### src/rtl/vend_pkg.sv
// Shared encodings, FSM state constants and coin helpers for the vending payment controller.
package vend_pkg;

  localparam logic [1:0] CoinNickel  = 2'b00;
  localparam logic [1:0] CoinDime    = 2'b01;
  localparam logic [1:0] CoinQuarter = 2'b10;
  localparam logic [1:0] CoinDollar  = 2'b11;

  localparam logic [1:0] ChgNickel  = 2'b00;
  localparam logic [1:0] ChgDime    = 2'b01;
  localparam logic [1:0] ChgQuarter = 2'b10;

  localparam int unsigned ValNickel  = 5;
  localparam int unsigned ValDime    = 10;
  localparam int unsigned ValQuarter = 25;
  localparam int unsigned ValDollar  = 100;

  typedef logic [1:0] vend_state_t;

  localparam vend_state_t StIdle   = 2'd0;
  localparam vend_state_t StCheck  = 2'd1;
  localparam vend_state_t StVend   = 2'd2;
  localparam vend_state_t StChange = 2'd3;

  function automatic logic [6:0] coin_value(input logic [1:0] ctype);
    logic [6:0] val;
    unique case (ctype)
      CoinNickel:  val = 7'(ValNickel);
      CoinDime:    val = 7'(ValDime);
      CoinQuarter: val = 7'(ValQuarter);
      default:     val = 7'(ValDollar);
    endcase
    return val;
  endfunction

endpackage

### src/rtl/vend_change_gen.sv
// Greedy change-coin picker: largest of quarter/dime/nickel not exceeding the balance.
module vend_change_gen
  import vend_pkg::*;
#(
  parameter int unsigned BAL_W = 10
) (
  input  logic [BAL_W-1:0] balance_i,
  output logic [1:0]       coin_o,
  output logic [4:0]       value_o
);

  // Below a nickel the caller gates the output off, so nickel is a safe default.
  always_comb begin
    coin_o  = ChgNickel;
    value_o = 5'(ValNickel);
    if (balance_i >= BAL_W'(ValQuarter)) begin
      coin_o  = ChgQuarter;
      value_o = 5'(ValQuarter);
    end else if (balance_i >= BAL_W'(ValDime)) begin
      coin_o  = ChgDime;
      value_o = 5'(ValDime);
    end
  end

endmodule

### src/rtl/vend_payment_ctrl.sv
// Vending payment controller: coin credit, price check, vend handshake and greedy change.
// Optional credit-card payment path enabled by defining CREDIT_EN.
module vend_payment_ctrl
  import vend_pkg::*;
#(
  parameter int unsigned NUM_ITEMS = 8,
  parameter int unsigned PRICE_W   = 8,
  parameter int unsigned BAL_W     = 10,
  parameter int unsigned IDX_W     = $clog2(NUM_ITEMS)
) (
  input  logic                         clk,
  input  logic                         rst,
  input  logic                         price_load,
  input  logic [NUM_ITEMS*PRICE_W-1:0] price_table,
  input  logic                         coin_valid,
  input  logic [1:0]                   coin_type,
  input  logic                         sel_valid,
  input  logic [IDX_W-1:0]             sel_index,
  input  logic                         cancel,
  output logic                         vend_req,
  output logic [IDX_W-1:0]             vend_index,
  input  logic                         vend_ack,
  output logic                         chg_valid,
  output logic [1:0]                   chg_coin,
  input  logic                         chg_ready,
  output logic [BAL_W-1:0]             balance,
  output logic                         coin_reject,
  output logic                         insufficient,
`ifdef CREDIT_EN
  input  logic                         pay_credit,
  input  logic                         credit_load,
  input  logic [BAL_W-1:0]             credit_value,
  output logic [BAL_W-1:0]             credit_bal,
`endif
  output logic                         busy
);

  localparam int unsigned SumW = BAL_W + 1;

  vend_state_t      state_q, state_d;
  logic [BAL_W-1:0] balance_q, balance_d;
  logic [IDX_W-1:0] idx_q, idx_d;
  logic             coin_reject_q, coin_reject_d;
  logic             insufficient_q, insufficient_d;
  logic [PRICE_W-1:0] price_q [NUM_ITEMS];

  logic [SumW-1:0]  coin_sum;
  logic [BAL_W-1:0] item_price, pay_bal, vend_rem;
  logic             sel_ok, cancel_ok, funds_ok, use_credit;
  logic [1:0]       chg_code;
  logic [4:0]       chg_val;

  assign coin_sum   = {1'b0, balance_q} + SumW'(coin_value(coin_type));
  assign item_price = BAL_W'(price_q[idx_q]);
  assign vend_rem   = balance_q - item_price;
  assign sel_ok     = sel_valid && (32'(sel_index) < NUM_ITEMS);
  assign cancel_ok  = cancel && (balance_q != '0);
  assign funds_ok   = pay_bal >= item_price;

`ifdef CREDIT_EN
  logic             credit_mode_q, credit_mode_d;
  logic [BAL_W-1:0] credit_bal_q, credit_bal_d;

  assign use_credit = credit_mode_q;
  assign pay_bal    = credit_mode_q ? credit_bal_q : balance_q;
  assign credit_bal = credit_bal_q;

  always_comb begin
    credit_mode_d = credit_mode_q;
    credit_bal_d  = credit_bal_q;
    if (state_q == StIdle) begin
      if (credit_load) credit_bal_d = credit_value;
      if (!cancel_ok && sel_ok) credit_mode_d = pay_credit;
    end else if (state_q == StVend && vend_ack && credit_mode_q) begin
      credit_bal_d = credit_bal_q - item_price;
    end
  end

  always_ff @(posedge clk or negedge rst) begin
    if (!rst) begin
      credit_mode_q <= 1'b0;
      credit_bal_q  <= '0;
    end else begin
      credit_mode_q <= credit_mode_d;
      credit_bal_q  <= credit_bal_d;
    end
  end
`else
  assign use_credit = 1'b0;
  assign pay_bal    = balance_q;
`endif

  vend_change_gen #(
    .BAL_W(BAL_W)
  ) u_change_gen (
    .balance_i(balance_q),
    .coin_o   (chg_code),
    .value_o  (chg_val)
  );

  always_comb begin
    state_d        = state_q;
    balance_d      = balance_q;
    idx_d          = idx_q;
    coin_reject_d  = coin_valid;
    insufficient_d = 1'b0;
    unique case (state_q)
      StIdle: begin
        // Priority: cancel, then selection, then coin; a displaced coin is rejected.
        if (cancel_ok) begin
          state_d = StChange;
        end else if (sel_ok) begin
          state_d = StCheck;
          idx_d   = sel_index;
        end else if (coin_valid && !coin_sum[BAL_W]) begin
          balance_d     = coin_sum[BAL_W-1:0];
          coin_reject_d = 1'b0;
        end
      end
      StCheck: begin
        if (cancel_ok) begin
          state_d = StChange;
        end else if (funds_ok) begin
          state_d = StVend;
        end else begin
          state_d        = StIdle;
          insufficient_d = 1'b1;
        end
      end
      StVend: begin
        if (vend_ack) begin
          state_d = StIdle;
          if (!use_credit) begin
            balance_d = vend_rem;
            if (vend_rem != '0) state_d = StChange;
          end
        end
      end
      StChange: begin
        if (balance_q < BAL_W'(ValNickel)) begin
          balance_d = '0;
          state_d   = StIdle;
        end else if (chg_ready) begin
          balance_d = balance_q - BAL_W'(chg_val);
        end
      end
      default: state_d = StIdle;
    endcase
  end

  always_ff @(posedge clk or negedge rst) begin
    if (!rst) begin
      state_q        <= StIdle;
      balance_q      <= '0;
      idx_q          <= '0;
      coin_reject_q  <= 1'b0;
      insufficient_q <= 1'b0;
    end else begin
      state_q        <= state_d;
      balance_q      <= balance_d;
      idx_q          <= idx_d;
      coin_reject_q  <= coin_reject_d;
      insufficient_q <= insufficient_d;
    end
  end

  always_ff @(posedge clk or negedge rst) begin
    if (!rst) begin
      for (int unsigned i = 0; i < NUM_ITEMS; i++) price_q[i] <= '0;
    end else if (state_q == StIdle && price_load) begin
      for (int unsigned i = 0; i < NUM_ITEMS; i++) begin
        price_q[i] <= price_table[i*PRICE_W +: PRICE_W];
      end
    end
  end

  assign vend_req     = (state_q == StVend);
  assign vend_index   = vend_req ? idx_q : '0;
  assign chg_valid    = (state_q == StChange) && (balance_q >= BAL_W'(ValNickel));
  assign chg_coin     = chg_valid ? chg_code : 2'b00;
  assign balance      = balance_q;
  assign coin_reject  = coin_reject_q;
  assign insufficient = insufficient_q;
  assign busy         = (state_q != StIdle);

endmodule

### config.mk
export PLATFORM = sky130hd
export DESIGN_NAME = vend_payment_ctrl
export DESIGN_NICKNAME = d
export VERILOG_FILES = /design/src/rtl/vend_pkg.sv /design/src/rtl/vend_change_gen.sv /design/src/rtl/vend_payment_ctrl.sv
export SDC_FILE = /design/constraint.sdc
export NUM_CORES = 1
export LEC_CHECK = 0
export ABC_CLOCK_PERIOD_IN_PS = 5050
export CAP_MARGIN = 20
export CORE_ASPECT_RATIO = 2
export CORE_MARGIN = 3
export CORE_UTILIZATION = 53
export DETAILED_ROUTE_END_ITERATION = 12
export PLACE_DENSITY_LB_ADDON = 0.25
export SKIP_CTS_REPAIR_TIMING = 1
export SLEW_MARGIN = 15
export SYNTH_ARGS = -nofsm -noshare
export SYNTH_HDL_FRONTEND = slang
export SYNTH_SLANG_ARGS = --single-unit
### constraint.sdc
create_clock -name clk -period 5.05 [get_ports clk]
set_input_delay 0.505 -clock clk [delete_from_list [all_inputs] [get_ports clk]]
set_output_delay 0.505 -clock clk [all_outputs]
set_load 0.05 [all_outputs]
; ---- Word-level counts from Yosys, hierarchy flattened
; Cells that the tools add are included.
[word_totals]
regBits = 81
inputBits = 77
[classes]
addsub = 3
order_cmp = 6
n_eq_ne = 12
mux = 32
bitwise = 2
n_reduce_logical = 14
[ops]
columns = operator, n
row1 = $mux W10, 6
row2 = $pmux W10 S3, 1
row3 = $bmux W8 S3, 1
row4 = $pmux W7 S3, 1
row5 = $reduce_bool A10 Y1, 2
row6 = $mux W2, 9
row7 = $mux W8, 2
row8 = $add A10 B7 Y11, 1
row9 = $ge A10 B3 Y1 const B, 1
row10 = $ge A10 B4 Y1 const B, 1
row11 = $ge A10 B5 Y1 const B, 1
row12 = $ge A10 B8 Y1, 1
row13 = $lt A10 B3 Y1 const B, 1
row14 = $sub A10 B5 Y10, 1
row15 = $sub A10 B8 Y10, 1
row16 = $mux W1, 8
row17 = $ne A2 B2 Y1 const B, 4
row18 = $pmux W2 S4, 1
row19 = $eq A2 B2 Y1 const B, 3
row20 = $ne A3 B3 Y1 const B, 2
row21 = $reduce_and A3 Y1, 2
row22 = $reduce_and A6 Y1, 1
row23 = $mux W5, 1
row24 = $eq A2 B1 Y1 const B, 2
row25 = other kinds (11), 15

; ---- Depth between registers and ports, before layout
; Gate-level depths: netlist (run 1).
[logic_depth]
ltp_word = 9
mapped_depth = 15
mapped_depth_nobuf = 13

; ---- By module
; From an unflattened synthesis (run 1), not the netlist that was laid out.
[hier_totals]
cells_unflattened = 445
area_unflattened_um2 = 5097.4
[modules_own_cells]
columns = module, instances, cells_each, area_each_um2, seq_area_each_um2
row1 = vend_payment_ctrl, 1, 433, 5021.1, 2026.9
row2 = vend_change_gen, 1, 12, 76.3, 0.0

; ---- Worst setup path after synthesis (run 1)
; No wires, ideal clock.
[synth_timing]
path_type = reg-to-reg
from = register idx_q[0]
to = register state_q[0]
arrival_ns = 3.498
required_ns = 4.929
path_slack_ns = 1.431
path_stages_with_launch = 14
n_path_buf = 3
cell_sequence = dfrtp_1 -> buf_2 -> buf_1 -> mux4_2 -> mux2i_1 -> ha_1 -> clkbuf_1 -> a21o_1 -> a2111oi_0 -> a21oi_1 -> xnor2_1 -> nor3b_1 -> nand4_1 -> o22a_1
[synth_via]
elab_chain_len = 9
[synth_lines]
columns = item, line
row1 = "start, declared", vend_payment_ctrl.sv:42  ; logic [IDX_W-1:0] idx_q, idx_d;
row2 = "start signal, assigned", vend_payment_ctrl.sv:161  ; idx_q <= idx_d;
row3 = $not A3 Y4 (not written as such), vend_payment_ctrl.sv:54  ; assign item_price = BAL_W'(price_q[idx_q]);
row4 = $bmux W8 S3, vend_payment_ctrl.sv:54
row5 = $mux W8 (not written as such) (2 in a row), vend_payment_ctrl.sv:54
row6 = $sub A10 B8 Y10, vend_payment_ctrl.sv:55  ; assign vend_rem = balance_q - item_price;
row7 = $reduce_bool A10 Y1, vend_payment_ctrl.sv:135  ; if (vend_rem != '0) state_d = StChange;
row8 = $mux W2, vend_payment_ctrl.sv:135
row9 = $mux W2, vend_payment_ctrl.sv:131  ; if (vend_ack) begin
row10 = $pmux W2 S4, vend_payment_ctrl.sv:107  ; unique case (state_q)
row11 = "end signal, assigned", vend_payment_ctrl.sv:153  ; state_q <= StIdle;
row12 = "end signal, assigned", vend_payment_ctrl.sv:159  ; state_q <= state_d;
row13 = "end, declared", vend_payment_ctrl.sv:40  ; vend_state_t state_q, state_d;
; Every way passes these cells. The select of a mux whose other input is x is not followed.
; A chain may end at the register's enable or synchronous reset.

; ---- Worst setup path in the final report (run 1)
; Same ends and word-level chain as after synthesis.

==> metrics.md, run 1 <==
| Metric | Value |
|---|---|
| Share of total power in sequential cells | 26.1% |
| Post-DP HPWL | 10100 um |
| Maximum vdd ir drop | 0.384 mV |
| GRT met1 Usage | 25.6% |
| Number of port buffers | 96 |
| Total leakage power | 2.63 nW |
| Largest net degree at the start of global routing | 82 |
| Synth warnings | 0 |
| Endpoint class of the critical path | flop |
| Met3 GRT Util | 3.71% |
| Outcome | finished, final reports clean |
| Clock skew after layout | 0.0115 ns |
| Power density normalized to cell area | 812 nW/um^2 |
| Via count | 3817 |
| # Max-Cap Violations | 0 |
| Clock insertion delay at the later pin of the skew report | 0.34 ns |
| Post-detailed-route DRC marker count | 0 |
| Clock period minus final worst setup slack | 3.94 ns |
| Top cells by count, synth | 81 x dfrtp_1, 69 x mux2_2, 23 x ha_1 |
| Setup TNS | 0 ns |
| Number of different library cells in the post-synthesis netlist | 61 |
| Fmax | 254 MHz |
| Switching Power | 2.31 mW |
| Die Area | 10700 um^2 |
| Area fraction in compound gates after synthesis | 13.3% |
| Fraction of synthesis flops using an asynchronous set or reset pin | 100% |
| RR Startpoint | idx_q[0] |
| Number of flops mapped to enable cells by yosys | 0 |
| Top-count cell post-synth | dfrtp_1 |
| Syn-to-layout area delta | 26.7% |
| Multiplexer share of the synthesized area | 24.7% |
| Largest cells by area after synthesis | dfrtp_1 41%, mux2_2 16%, mux4_2 7.2% |
| Cell-internal power | 2.84 mW |
| Fillers | 691 |
| Core box area | 9070 um^2 |
| Average detailed-routed wire length per instance | 21.1 um |
| Number of clock sinks | 81 |
| Clock tree from TritonCTS | yes |
| H-tree depth | 3 |
| DR pass1 iterations | 6 |
| Number of antenna-violating nets in the routed design | 0 |
| RD Place Congestion | 0.926 |
| Die Span X | 74.7 um |
| Reg-to-reg endpoint | state_q[0] |
| Arrival time of the worst setup path | 4.18 ns |
| Global Route met2 Usage | 48.3% |
| Residual overflow from global routing | 0 |
| End point of the critical path | state_q[0] |
| CTS root buffer | clkbuf_16 |
| Initial DRC Count | 130 |
| GRT Max-Usage Layer | met2 |
| Largest buffer count on any clock path | 2 |
| Worst Tran Pin Value | 0.762 ns |
| Ant diodes | 0 |
| Layout cells sized above 1 | 23.8% |
| Kind of start point of the critical path | flop |
| Reg clk slew, reported paths | 0.07 ns |
| Maximum fanout along the worst path | 14 |
| Number of instances in the synthesized netlist | 422 |
| Combinational family with the most area after synthesis | multiplexers |
| Antenna violations before repair | 0 |
| Overall Global Routing Usage | 25.5% |
| Tcrit/Tclk final | 78.1% |
| Yosys top cell area share | 40.6% |
| Count of endpoints failing setup in the final report | 0 |
| CP Data Required Time | 5.28 ns |
| Worst rel slew slack | 49.2% |
| Final max-slew violation count | 0 |
| Unrepaired setup endpoints after global routing | false |
| Post-synthesis cell type with the largest combined area | dfrtp_1 |
| Xor and xnor area share after synthesis | 2.63% |
| Part of the total power dissipated in the clock network | 13.0% |
| Net count after synthesis | 525 |
| Start-to-end type of the worst setup path | flop to flop |
| Aggregate routed wire length | 13000 um |
| Prevailing post-synth register cell | dfrtp_1 |
| Worst reg-to-reg path cell count | 11 |
| Proportion of synthesized chip area in sequential cells | 40.6% |
| Wire length of the first global-routing pass | 20100 um |
| Net switching share of the total power | 44.8% |
| Via count of the first global-routing pass | 3994 |
| Path class of the lowest-slack min-delay path | input port to asynchronous set/reset pin |
| Final Hold Fails | 0 |
| Number of placed I/O pins | 97 |
| Arithmetic-cell share of the synthesized area counting full adders, half adders and majority gates | 6.96% |
| Placement row count | 49 |
| Initial standard-cell utilization of the core | 55.1% |
| Post-Synth Simple-Gate Area | 7.96% |
| Register-to-register setup slack | 1.11 ns |
| Number of buffers created by CTS | 9 |
| Combinational Power Share | 60.9% |
| Detailed-route vias per instance | 6.18 |
| Setup crit start | idx_q[0] |
| Number of nets in the finished design | 614 |
| Final Util | 69.8% |
| #FFs+latches synth | 81 |
| Average cell area after synthesis | 11.8 um^2 |
| Die height | 143 um |
| Post-Synthesis Cell Area | 5000 um^2 |
logic make-up after synthesis:
group	count (synthesis)
XOR/XNOR	15
multiplexers	94
adder cells (fa/ha/maj)	26
flip-flops	81
AO/OA/AOI/OAI	91
buffers and inverters	42
AND/OR/NAND/NOR	73
per-stage QoR:
step	instance area, um^2	instances	setup WS (ns)	power (mW)	hold slack, ns
after CTS	6280	616	1.05	5.14	0.381
after floorplan	5000	422	1.43	3.61	0.209
final	6330	618	1.11	5.14	0.0496
after global placement	5980	600	1.20	4.38	0.486
after global routing	6330	618	0.753	5.48	0.0573
after detailed placement	5980	600	1.10	4.46	0.493
state kept, by name, summed over array words and instances (netlist names):
name,count
insufficient,1
price_q,64
state_q,2
idx_q,3
coin_reject,1
balance,10
cells in the final DEF (no fill, tap or decap), types with 4 or more instances in the layout:
cell / netlist / routed
mux2_2: 69 / 69
or3_1: 4 / 4
nor3_1: 6 / 6
a21oi_1: 14 / 14
mux2i_1: 8 / 8
a211oi_1: 4 / 4
xnor2_1: 10 / 10
and3_1: 6 / 5
inv_1: 19 / 19
clkbuf_16: 0 / 9
clkdlybuf4s50_1: 0 / 95
o21a_1: 10 / 10
o21ai_1: 5 / 5
ha_1: 23 / 23
dfrtp_1: 81 / 81
mux4_2: 16 / 16
o221ai_1: 4 / 4
nand2_1: 11 / 11
nor2b_1: 5 / 5
a31oi_1: 7 / 7
xor2_1: 5 / 5
nor2_1: 20 / 20
o21ai_0: 17 / 17
power groups by stage:
| stage | combinational (mW) | clock (mW) | sequential (mW) |
|---|---|---|---|
| final | 3.13 | 0.671 | 1.34 |
| after global routing | 3.38 | 0.714 | 1.39 |
| after CTS | 3.13 | 0.677 | 1.34 |
| after detailed placement | 3.11 | 0 | 1.35 |
| after global placement | 3.04 | 0 | 1.33 |
| after floorplan | 2.33 | 0 | 1.28 |
critical path: stages (launching register included):
cell and delay [ns]:
dfrtp_1 0.83, buf_4 0.29, mux4_2 0.51, mux2i_1 0.26, ha_1 0.30, nor2b_1 0.17, o2111ai_1 0.27, nand3b_1 0.16
mux2_2 0.30, nor3b_1 0.30, nand4_1 0.15, o22a_1 0.26
worst min-delay path by stage:
| stage | start | to | slack [ns] | depth (start not counted) |
|---|---|---|---|---|
| finish | rst | coin_reject | 0.05 | 1 |
| global route | rst | coin_reject | 0.06 | 1 |
| CTS | rst | coin_reject | 0.38 | 1 |
| detailed placement | price_q[54] | price_q[54] | 0.49 | 1 |
| global placement | price_q[11] | price_q[11] | 0.49 | 1 |
| floorplan | rst | balance[0] | 0.21 | 0 |
area by class of cell:
| cell class | count | area, um^2 | area share [%] |
|---|---|---|---|
| clock inverter | 5 | 60.1 | 0.949 |
| inverter | 20 | 75.1 | 1.19 |
| multi-input combinational | 299 | 2780 | 43.9 |
| timing repair buffer | 100 | 1020 | 16.1 |
| tap | 102 | 128 | 2.02 |
| clock buffer | 11 | 243 | 3.83 |
| sequential | 81 | 2030 | 32.0 |
routing by layer:
metal	share of wire (%)	wire, um	up-vias
li1	-	-	1766
met1	33	4320	1921
met2	60	7770	99
met3	3.0	388	31
met4	4.2	543	0
met5	0	0	-
No activity file was read; power rests on OpenSTA's default activity.
==> run 2: changes to the inputs <==
ABC_CLOCK_PERIOD_IN_PS = 3300   (was 5050)
CORE_UTILIZATION = 48   (was 53)
clock period = 3.3 ns   (was 5.05 ns; I/O delays follow)
==> metrics.md, run 2 (synthesis results as in run 1) <==
| Metric | Value |
|---|---|
| Outcome | finished with violations (was finished, final reports clean) |
| Violations in the final reports | negative setup slack |
| Number of antenna-violating nets in the routed design | 0 (unchanged) |
| Placement row count | 52 (was 49) |
| Aggregate routed wire length | 14100 um (was 13000 um) |
| Count of endpoints failing setup in the final report | 1 (was 0) |
| Largest net degree at the start of global routing | 82 (unchanged) |
| Clock insertion delay at the later pin of the skew report | 0.35 ns (was 0.34 ns) |
| Maximum vdd ir drop | 0.609 mV (was 0.384 mV) |
| Final max-slew violation count | 0 (unchanged) |
| Post-placement cell area | 6250 um^2 (was 5980 um^2) |
| Commonest cells after routing, fill and taps aside | 95 x clkdlybuf4s50_1, 77 x dfrtp_1, 69 x mux2_2, 29 x buf_4, 22 x ha_1 (was 95 x clkdlybuf4s50_1, 81 x dfrtp_1, 69 x mux2_2, 23 x ha_1, 20 x nor2_1) |
| Die Span X | 78.2 um (was 74.7 um) |
| Non-filler cells, final | 680 (was 618) |
| Clock period minus final worst setup slack | 3.31 ns (was 3.94 ns) |
| Overall Global Routing Usage | 24.7% (was 25.5%) |
| Number of nets in the finished design | 643 (was 614) |
| Reg clk slew, reported paths | 0.07 ns (about the same) |
| Number of buffers created by CTS | 9 (unchanged) |
| Final Hold Fails | 0 (unchanged) |
| Worst Tran Pin Value | 0.526 ns (was 0.762 ns) |
| Largest buffer count on any clock path | 2 (unchanged) |
| Clock tree from TritonCTS | yes (unchanged) |
| # Max-Cap Violations | 0 (unchanged) |
| Tcrit/Tclk final | 100% (was 78.1%) |
| Number of clock sinks | 81 (unchanged) |
| Slowest cell on the critical path | dfrtp_2 (was dfrtp_1) |
| Setup TNS | -0.00562 ns (was 0 ns) |
| Critical Path Max Stage Delay | 0.45 ns (was 0.83 ns) |
| Clock skew after layout | 0.00766 ns (was 0.0115 ns) |
| Kind of start point of the critical path | flop (unchanged) |
| Routed length on met1 | 4610 um (was 4320 um) |
| Max Used Layer | met4 (unchanged) |
| Layout cells sized above 1 | 31.4% (was 23.8%) |
| Die height | 150 um (was 143 um) |
| Average detailed-routed wire length per instance | 20.7 um (was 21.1 um) |
| Placed cell count | 658 (was 600) |
| Worst rel slew slack | 64.8% (was 49.2%) |
| Most common cell after layout, fill and taps aside | clkdlybuf4s50_1 (unchanged) |
| Cell occurring most often along the worst timing path | a21oi_1 |
| Final Worst Setup Slack | -0.00562 ns (was 1.11 ns) |
| H-tree depth | 3 (unchanged) |
| Post-DP HPWL | 10800 um (was 10100 um) |
| CP Buf/Inv Count | 2 (was 1) |
| Register-to-register setup slack | -0.006 ns (was 1.11 ns) |
| Reg-to-reg endpoint | state_q[0] (unchanged) |
| CTS root buffer | clkbuf_16 (unchanged) |
| Biggest register | price_q (unchanged) |
| Post-placement setup slack | 0.0165 ns (was 1.10 ns) |
| Worst reg-to-reg path cell count | 13 (was 11) |
| Endpoint class of the critical path | flop (unchanged) |
| Total leakage power | 2.80 nW (was 2.63 nW) |
| CP cell instances | buf_12, mux4_2, mux2_2, ha_1, inv_1, fa_1, a21oi_1, nor3b_2, nor4_2, o21bai_2, xnor2_1, a21oi_1, o22a_1 (was buf_4, mux4_2, mux2i_1, ha_1, nor2b_1, o2111ai_1, nand3b_1, mux2_2, nor3b_1, nand4_1, o22a_1) |
| Via count of the first global-routing pass | 4385 (was 3994) |
| Via count | 4031 (was 3817) |
| Met3 wire length | 477 um (was 388 um) |
| Syn-to-layout area delta | 34.7% (was 26.7%) |
| Number of port buffers | 96 (unchanged) |
| CP Data Required Time | 3.54 ns (was 5.28 ns) |
| Power density normalized to cell area | 1290 nW/um^2 (was 812 nW/um^2) |
| Wire length of the first global-routing pass | 22000 um (was 20100 um) |
| Initial DRC Count | 227 (was 130) |
| Maximum fanout along the worst path | 7 (was 14) |
| Ant diodes | 0 (unchanged) |
| RD Place Congestion | 0.950 (was 0.926) |
| Core box area | 10100 um^2 (was 9070 um^2) |
| Number of placed I/O pins | 97 (unchanged) |
| Arrival time of the worst setup path | 3.55 ns (was 4.18 ns) |
| Final design area excluding fillers | 6730 um^2 (was 6330 um^2) |
| Residual overflow from global routing | 0 (unchanged) |
| Largest delay contributor family on the critical path | compound AO/OA/AOI/OAI gates (was multiplexers) |
| DR pass1 iterations | 4 (was 6) |
| Path class of the lowest-slack min-delay path | input port to asynchronous set/reset pin (unchanged) |
| Die Area | 11700 um^2 (was 10700 um^2) |
| Post-detailed-route DRC marker count | 0 (unchanged) |
| Flip-flop count of the largest register, all copies and words added | 64 (unchanged) |
| Routed wl met2 | 8000 um (was 7770 um) |
| Detailed-route vias per instance | 5.93 (was 6.18) |
| Start-to-end type of the worst setup path | flop to flop (unchanged) |
| Fmax | 303 MHz (was 254 MHz) |
| Antenna violations before repair | 0 (unchanged) |
| RR Startpoint | idx_q[0] (unchanged) |
| Initial standard-cell utilization of the core | 49.2% (was 55.1%) |
run 2: changes by cell type in the layout (fill, tap and decap cells not counted), moves of 2 or more:
cell,change
nor2b_1,-2
buf_4,+26
clkinvlp_4,+2
nor3b_1,-2
dfrtp_2,+4
dfrtp_1,-4
run 2: layer usage:
metal	global-route usage, %	vias up
met5	0	-
met3	3.83	60
met1	23.8	2000
met4	17.0	0
met2	46.8	150
li1	-	1821
run 2: final cells by class:
type	count	area (um^2)
inverter	20	75.1
timing repair buffer	129	1270
tap	135	169
fill	816	3420
sequential	81	2030
clock buffer	10	239
clock inverter	6	72.6
multi-input combinational	299	2870
run 2: worst max path at each step:
stage / from / to / slack [ns] / depth (start not counted)
floorplan: balance[8] / balance[6] / -0.11 / 15
global placement: balance[6] / balance[6] / 0.08 / 13
detailed placement: balance[6] / balance[6] / 0.02 / 13
CTS: balance[8] / balance[6] / -0.01 / 13
global route: idx_q[0] / state_q[0] / -0.26 / 13
finish: idx_q[0] / state_q[0] / -0.006 / 13
run 2: through the flow:
stage / util (%) / hold slack (ns) / total power [mW]
finish: 66.3 / 0.403 / 8.67
global route: 66.3 / 0.441 / 9.22
CTS: 64.6 / 0.198 / 8.18
detailed placement: 61.6 / 0.494 / 7.10
global placement: 61.6 / 0.487 / 6.95
floorplan: - / 0.0344 / 5.54
run 2: power by group:
group,switching (mW),total [mW],internal (mW),leakage (nW)
sequential,0.409,1.90,1.49,0.966
combinational,3.01,5.72,2.71,1.69
clock,0.431,1.05,0.614,0.143
